**src/rtl/serial_adder_pkg.sv**
```systemverilog
// Shared types for the bit-serial adder sequencer.
// Holds the FSM encoding and counter sizing helpers.
package serial_adder_pkg;

  typedef enum logic [1:0] {
    IDLE  = 2'd0,
    SHIFT = 2'd1,
    DONE  = 2'd2
  } state_t;

  localparam int WIDTH_DEF = 8;
  localparam int CNT_W     = $clog2(WIDTH_DEF);

  // Counter width for an arbitrary operand width (legal widths are >= 2).
  function automatic int cnt_w(input int w);
    if (w < 2) begin
      return 1;
    end
    return $clog2(w);
  endfunction

endpackage

```
**src/rtl/serial_adder_seq_fa.sv**
```systemverilog
// One-bit full-adder slice fed by the serial sequencer.
// Purely combinational; carry is held by the caller.
module full_adder_bit (
  input  logic x,
  input  logic y,
  input  logic cin,
  output logic s,
  output logic cout
);

  assign s    = x ^ y ^ cin;
  assign cout = (x & y) | (x & cin) | (y & cin);

endmodule

```
**src/rtl/serial_adder_seq.sv**
```systemverilog
// Bit-serial adder: feeds operands LSB-first into a one-bit slice,
// rebuilds the sum MSB-inward and pulses done for one cycle.
module serial_adder_seq
  import serial_adder_pkg::*;
#(
  parameter int WIDTH = 8
) (
  input  logic             clk,
  input  logic             rst_n,
  input  logic             start,
  input  logic [WIDTH-1:0] a,
  input  logic [WIDTH-1:0] b,
  output logic             busy,
  output logic             done,
  output logic [WIDTH-1:0] sum,
  output logic             cout,
  output logic             x_bit,
  output logic             y_bit
);

  localparam int CW = cnt_w(WIDTH);
  localparam logic [CW-1:0] LAST = CW'(WIDTH - 1);

  state_t           state_q, state_d;
  logic [WIDTH-1:0] ra_q, ra_d;
  logic [WIDTH-1:0] rb_q, rb_d;
  logic [WIDTH-1:0] ps_q, ps_d;
  logic [WIDTH-1:0] sum_q, sum_d;
  logic [CW-1:0]    cnt_q, cnt_d;
  logic             c_q, c_d;
  logic             cout_q, cout_d;
  logic             busy_q, busy_d;
  logic             done_q, done_d;

  logic in_shift;
  logic fa_s;
  logic fa_c;

  assign in_shift = (state_q == SHIFT);
  assign x_bit    = in_shift & ra_q[0];
  assign y_bit    = in_shift & rb_q[0];

  full_adder_bit u_fa (
    .x    (x_bit),
    .y    (y_bit),
    .cin  (c_q),
    .s    (fa_s),
    .cout (fa_c)
  );

  always_comb begin
    state_d = state_q;
    ra_d    = ra_q;
    rb_d    = rb_q;
    ps_d    = ps_q;
    sum_d   = sum_q;
    cnt_d   = cnt_q;
    c_d     = c_q;
    cout_d  = cout_q;
    busy_d  = busy_q;
    done_d  = done_q;
    unique case (state_q)
      IDLE: begin
        busy_d = 1'b0;
        done_d = 1'b0;
        if (start) begin
          ra_d    = a;
          rb_d    = b;
          ps_d    = '0;
          c_d     = 1'b0;
          cnt_d   = '0;
          busy_d  = 1'b1;
          state_d = SHIFT;
        end
      end
      SHIFT: begin
        ps_d = {fa_s, ps_q[WIDTH-1:1]};
        ra_d = ra_q >> 1;
        rb_d = rb_q >> 1;
        c_d  = fa_c;
        // Counter parks on the last index so it never wraps.
        if (cnt_q == LAST) begin
          sum_d   = ps_d;
          cout_d  = fa_c;
          done_d  = 1'b1;
          state_d = DONE;
        end else begin
          cnt_d = cnt_q + CW'(1);
        end
      end
      DONE: begin
        busy_d  = 1'b0;
        done_d  = 1'b0;
        state_d = IDLE;
      end
      default: begin
        busy_d  = 1'b0;
        done_d  = 1'b0;
        state_d = IDLE;
      end
    endcase
  end

  always_ff @(posedge clk) begin
    if (!rst_n) begin
      state_q <= IDLE;
      ra_q    <= '0;
      rb_q    <= '0;
      ps_q    <= '0;
      sum_q   <= '0;
      cnt_q   <= '0;
      c_q     <= 1'b0;
      cout_q  <= 1'b0;
      busy_q  <= 1'b0;
      done_q  <= 1'b0;
    end else begin
      state_q <= state_d;
      ra_q    <= ra_d;
      rb_q    <= rb_d;
      ps_q    <= ps_d;
      sum_q   <= sum_d;
      cnt_q   <= cnt_d;
      c_q     <= c_d;
      cout_q  <= cout_d;
      busy_q  <= busy_d;
      done_q  <= done_d;
    end
  end

  assign busy = busy_q;
  assign done = done_q;
  assign sum  = sum_q;
  assign cout = cout_q;

endmodule

```
**config.mk**
```make
export PLATFORM = sky130hd
export DESIGN_NAME = serial_adder_seq
export DESIGN_NICKNAME = d
export VERILOG_FILES = /design/src/rtl/serial_adder_pkg.sv /design/src/rtl/serial_adder_seq_fa.sv /design/src/rtl/serial_adder_seq.sv
export SDC_FILE = /design/constraint.sdc
export NUM_CORES = 1
export LEC_CHECK = 0
export BUFFER_PORTS_ARGS = -buffer_cell sky130_fd_sc_hd__buf_4
export CORE_UTILIZATION = 53
export CTS_BUF_LIST = sky130_fd_sc_hd__clkbuf_16
export CTS_CLUSTER_DIAMETER = 100
export DETAILED_ROUTE_END_ITERATION = 16
export HOLD_SLACK_MARGIN = 0.12
export PLACE_DENSITY = 0.77
export SYNTH_ARGS = -nofsm -noshare
export SYNTH_HDL_FRONTEND = slang
export SYNTH_SLANG_ARGS = --single-unit
```
**constraint.sdc**
```tcl
create_clock -name clk -period 1.7 [get_ports clk]
set_input_delay 0.085 -clock clk [delete_from_list [all_inputs] [get_ports clk]]
set_output_delay 0.085 -clock clk [all_outputs]
set_load 0.01 [all_outputs]
```
After elaboration in Yosys (flattened, before gate mapping)
Cells that the tools add are included.

storage, ports and cells
  RAM bits = 0
  word-level logic and storage cells = 48
  memory bits (read-only) = 0
  input bits = 19
  latch bits = 0
  memories kept = 0
  register bits after elaboration = 41

cells by class
  multiplexer cells = 16
  reduce and logical (&&, ||, !) cells = 7
  add/subtract/negate cells = 1
  $mul = 0
  divide/modulo/power cells = 0
  magnitude comparators = 0
  eq/ne operators = 5
  bitwise gates (word level) = 9
  shift operators = 0

operator list
  cell                                                  number
  one-hot mux 8 bit (2 select lines)                    3
  2-to-1 mux 8 bit                                      3
  AND reduction 2 bit                                   4
  2-to-1 mux 3 bit                                      2
  one-hot mux 3 bit (2 select lines)                    1
  AND 1 bit                                             5
  2-to-1 mux 2 bit                                      2
  != test 2 bit (second input constant)                 2
  one-hot mux 1 bit (2 select lines)                    2
  one-hot mux 2 bit (2 select lines)                    1
  adder 3 x 1 -> 3 bit (second input constant)          1
  equality test 3 bit (second input constant)           1
  AND reduction 3 bit                                   1
  equality test 2 x 1 -> 1 bit (second input constant)  1
  zero test 2 bit                                       1
  2-to-1 mux 1 bit                                      2
  != test 2 x 1 -> 1 bit (second input constant)        1
  bitwise OR 1 bit                                      2
  nonzero test 2 bit                                    1
  bitwise XOR 1 bit                                     2

Logic depth before layout (Yosys ltp)
  depth in word-level cells = 6
  gate-level depth with buffers = 6

By module
Synthesis repeated with hierarchy kept, for this count alone.

second synthesis, totals
  cells, all modules = 186
  area, all modules = 1,750.4 um2

modules (own cells, without submodules)
  module            cells each  area an instance (um2)  instances
  serial_adder_seq  185         1,730.4                 1
  full_adder_bit    1           20.0                    1

Worst setup path before layout
Ideal clock, no wire load.

  path type = flip-flop to flip-flop
  from = register cnt_q[0]
  to = register cout_q (netlist: cout)
  data required time = 1.584 ns
  slack = 0.338 ns
  path buffers = 1
  arrival = 1.246 ns
  period minus slack after synthesis = 1.362 ns
  cell stages (with the launch flop) = 7
  cell sequence = dfxtp_1 -> ha_1 -> ha_1 -> and3b_1 -> clkbuf_1 -> o21ai_0 -> nor2_1

on the way
  word-level cells in the longest chain between the ends = 2

RTL lines
  element                        line                     RTL
  start, declared                serial_adder_seq.sv:29   logic [CW-1:0] cnt_q, cnt_d;
  start signal, assigned         serial_adder_seq.sv:122  cnt_q <= cnt_d;
  equality test 3 bit            serial_adder_seq.sv:82   if (cnt_q == LAST) begin
  AND reduction 2 bit (no line)  --
  end signal, assigned           serial_adder_seq.sv:124  cout_q <= cout_d;
  end, declared                  serial_adder_seq.sv:31   logic cout_q, cout_d;

Every way passes these cells.
A chain may end at the register's enable or synchronous reset.

Worst setup path after layout
  from = register cnt_q[0]
  to = register sum_q[6] (netlist: sum[6])

on the way
  word-level cells in the longest chain between the ends = 2

RTL lines
  element                        line                     RTL
  equality test 3 bit            serial_adder_seq.sv:82
  AND reduction 2 bit (no line)  --
  end signal, assigned           serial_adder_seq.sv:121  sum_q <= sum_d;
  end, declared                  serial_adder_seq.sv:28   logic [WIDTH-1:0] sum_q, sum_d;

Every way passes these cells.

==> results.yml <==
power_and_ir_drop:
  ir_drop_mv: 1.19
  power.density_nw_per_um2: 1010
  p_total_mw: 2.05
  p_leak_nw: 0.879
timing:
  hold_viol: 0
  fin_crit_sh_pct: 87.9
  rsz0062_at_grt: "no"
  fmax_mhz: 669
  worst_slack_ns: 0.205
  fin_hold_ws_ns: 0.156
  skew_ns: 0.00207
  finalMaxSlewViolations: 0
  worstMarginPinSlew_ns: 0.527
  setup-tns-final_ns: 0
  max_slew_margin_pct: 64.8
  setup_viol: 0
  period_needed_ns: 1.49
setup_path:
  critPathCaptureType: "flop"
  reg2reg_to: "sum[6]"
  cp-startpoint: "cnt_q[0]"
  worstPathArrival_ns: 1.69
  required_ns: 1.89
  start_kind: "flop"
  critPathMaxFanout: 8
  worstRegToRegCells: 5
  r2r-start: "cnt_q[0]"
  ff2ff_setup_slack_ns: 0.21
  crit_type: "flop to flop"
flow_run:
  maxCapViolations: 0
yosys:
  synth_area_sq_um: 1560
  synth_top_area_share_pct: 51.2
  ys_seq_area_share_pct: 51.2
  netlist_top_cells_area: "dfxtp_1 51%, a22o_1 9.0%, nand2_1 7.9%"
  yosys_warnings: 0
  synth_top_cell_by_area: "dfxtp_1"
  synthArstFlopShare_pct: 0
  synth_compound_area_share_pct: 23.8
  synth_edf_count: 0
  yosysUniqueCellTypes: 30
  synthAdderAreaFrac_pct: 2.24
  synth_area_per_cell_sq_um: 9.59
  synthCells: 163
  syn_nets: 184
  synthMuxAreaShare_pct: 0
  synth_xor_area_share_pct: 1.12
  synth_seq_cells: 40
  synth-simple-area-share_pct: 18.2
  ys_dominant_reg_cell: "dfxtp_1"
  synth_top_family_by_area: "compound AO/OA/AOI/OAI gates"
route:
  routed_via_density: 5.66
  ant_nets: 0
  drt-initial-drc-count: 30
  first_pass_iters: 4
  drc: 0
  routedWlPerCell_um: 14.3
  routed_wl_um: 3370
  vias: 1336
clocking:
  clkLatencyLatePin_ns: 0.28
  clock_sinks: 40
  clock_tree.root_cell: "clkbuf_16"
  clk_path_buf_depth: 2
  cts_buffers: 5
  clkTransAtPathRegs_ns: 0.05
  htreeDepth: 2
  cts_tree: "yes"
placement:
  hpwlAfterDp_um: 2240
  place_ws_ns: 0.250
  port_buffers: 31
  gp_congestion: 0.705
final_layout:
  regArea_sq_um: 801
  multi_input_comb_area_sq_um: 708
  num_antenna_cells: 0
  utilization_pct: 73.1
  num-fill-cells: 221
  layout-drive-gt1-share_pct: 21.5
  fin_nets: 225
  area_growth_syn_to_layout_pct: 30.1
min_path:
  worstHoldStart: "rst_n"
  hold_end: "ra_q[3]"
  holdPathStages: 2
  hold_class: "input port to flop"
grt:
  grt_max_degree: 26
  grt_pass1_wl_um: 5590
  antenna_found_initial: 0
  grt_pass1_vias: 1276
  track_usage_pct: 23.9
  grt-ovfl-total: 0
floorplan:
  core_area_sq_um: 2780
  dieArea_sq_um: 3170
  start_util_pct: 56.2
  row_count: 19
  ios: 32
  die_h_um: 56.3
  die_w_um: 56.3
outcome:
  status: "finished clean"
## cell usage after synthesis (2+ instances only)
library cell   n
o2bb2ai_1      3
nor2b_1        2
nand3b_1       2
buf_2          4
clkbuf_1       3
nand2_1       33
a21boi_1       3
and2_1         6
and3b_1        4
nand2b_1       3
dfxtp_1       40
a221o_1        6
a21oi_1        4
nor2_1         8
ha_1           2
a22o_1        16
a21boi_0       4
o21ai_0        8
## routing by layer
| metal | wire length, um | up-vias | global-route usage, % |
|---|---|---|---|
| li1 | - | 665 | - |
| met1 | 1520 | 641 | 28.0 |
| met2 | 1670 | 24 | 38.6 |
| met3 | 113 | 6 | 8.99 |
| met4 | 67 | 0 | 11.1 |
| met5 | 0 | - | 0 |
## report_power, final
part,switching [mW],total (mW),internal (mW),leakage [nW]
clock network,0.350,0.882,0.532,0.0710
registers,0.0217,0.995,0.973,0.326
logic,0.0844,0.176,0.0919,0.482
total,0.457,2.05,1.60,0.879
## sequential cells by signal, indices dropped and copies added (netlist names), 2 cells and up
name,cells
ra_q,8
rb_q,8
sum,8
ps_q,7
cnt_q,3
state_q,2
## placed cells by master (no fill, tap or decap), types with 2 or more instances in the layout
cell,n
dfxtp_1,40
dlygate4sd3_1,8
nand2b_1,3
nor2_1,8
o2bb2ai_1,3
a21oi_1,4
a221o_1,6
ha_1,2
nor2b_1,2
nand3b_1,2
and3b_1,4
buf_4,35
and2_1,6
clkbuf_16,5
a22o_1,16
a21boi_0,4
o21ai_0,8
a21boi_1,3
clkinv_2,2
nand2_1,33
## per-stage QoR
stage	cells	cell area, sq um
after floorplan	163	1560
after global placement	220	1810
after detailed placement	220	1810
after CTS	236	2030
after global routing	236	2030
final	236	2030
## critical path, cell delays in order, from the launching register on
cell	delay, ns
dfxtp_1	0.35
ha_1	0.16
ha_1	0.26
and3b_1	0.34
nand2_1	0.09
a21boi_0	0.20
## layout make-up
cell class,instances,area share [%]
flip-flops and latches,40,39.4
clock inverters,3,0.677
multi-input cells,113,34.8
inverters,1,0.185
well taps,31,1.91
clock buffers,5,6.15
repair buffers,43,16.9
## cell families after synthesis
group                      after synthesis
AOI/OAI and AO/OA                       48
DFF                                     40
and+or+nand+nor                         60
adders and majority gates                3
xor gates and xnor gates                 2
buffers and inverters                   10
## how the worst max path moves through the flow
stage | to | cells after the start | slack [ns]
final | sum[6] | 5 | 0.21
after global routing | sum[6] | 5 | 0.03
after CTS | sum[6] | 5 | 0.18
after detailed placement | cnt_q[0] | 5 | 0.25
after global placement | cnt_q[0] | 5 | 0.31
after floorplan | cout | 6 | 0.34
## timing repair
action                    4_1_cts  5_1_grt
setup buffers                   0        0
hold endpoints to repair        8        0
resized for setup               0        0
hold buffers                    8        0
No activity file was read; power rests on OpenSTA's default activity.
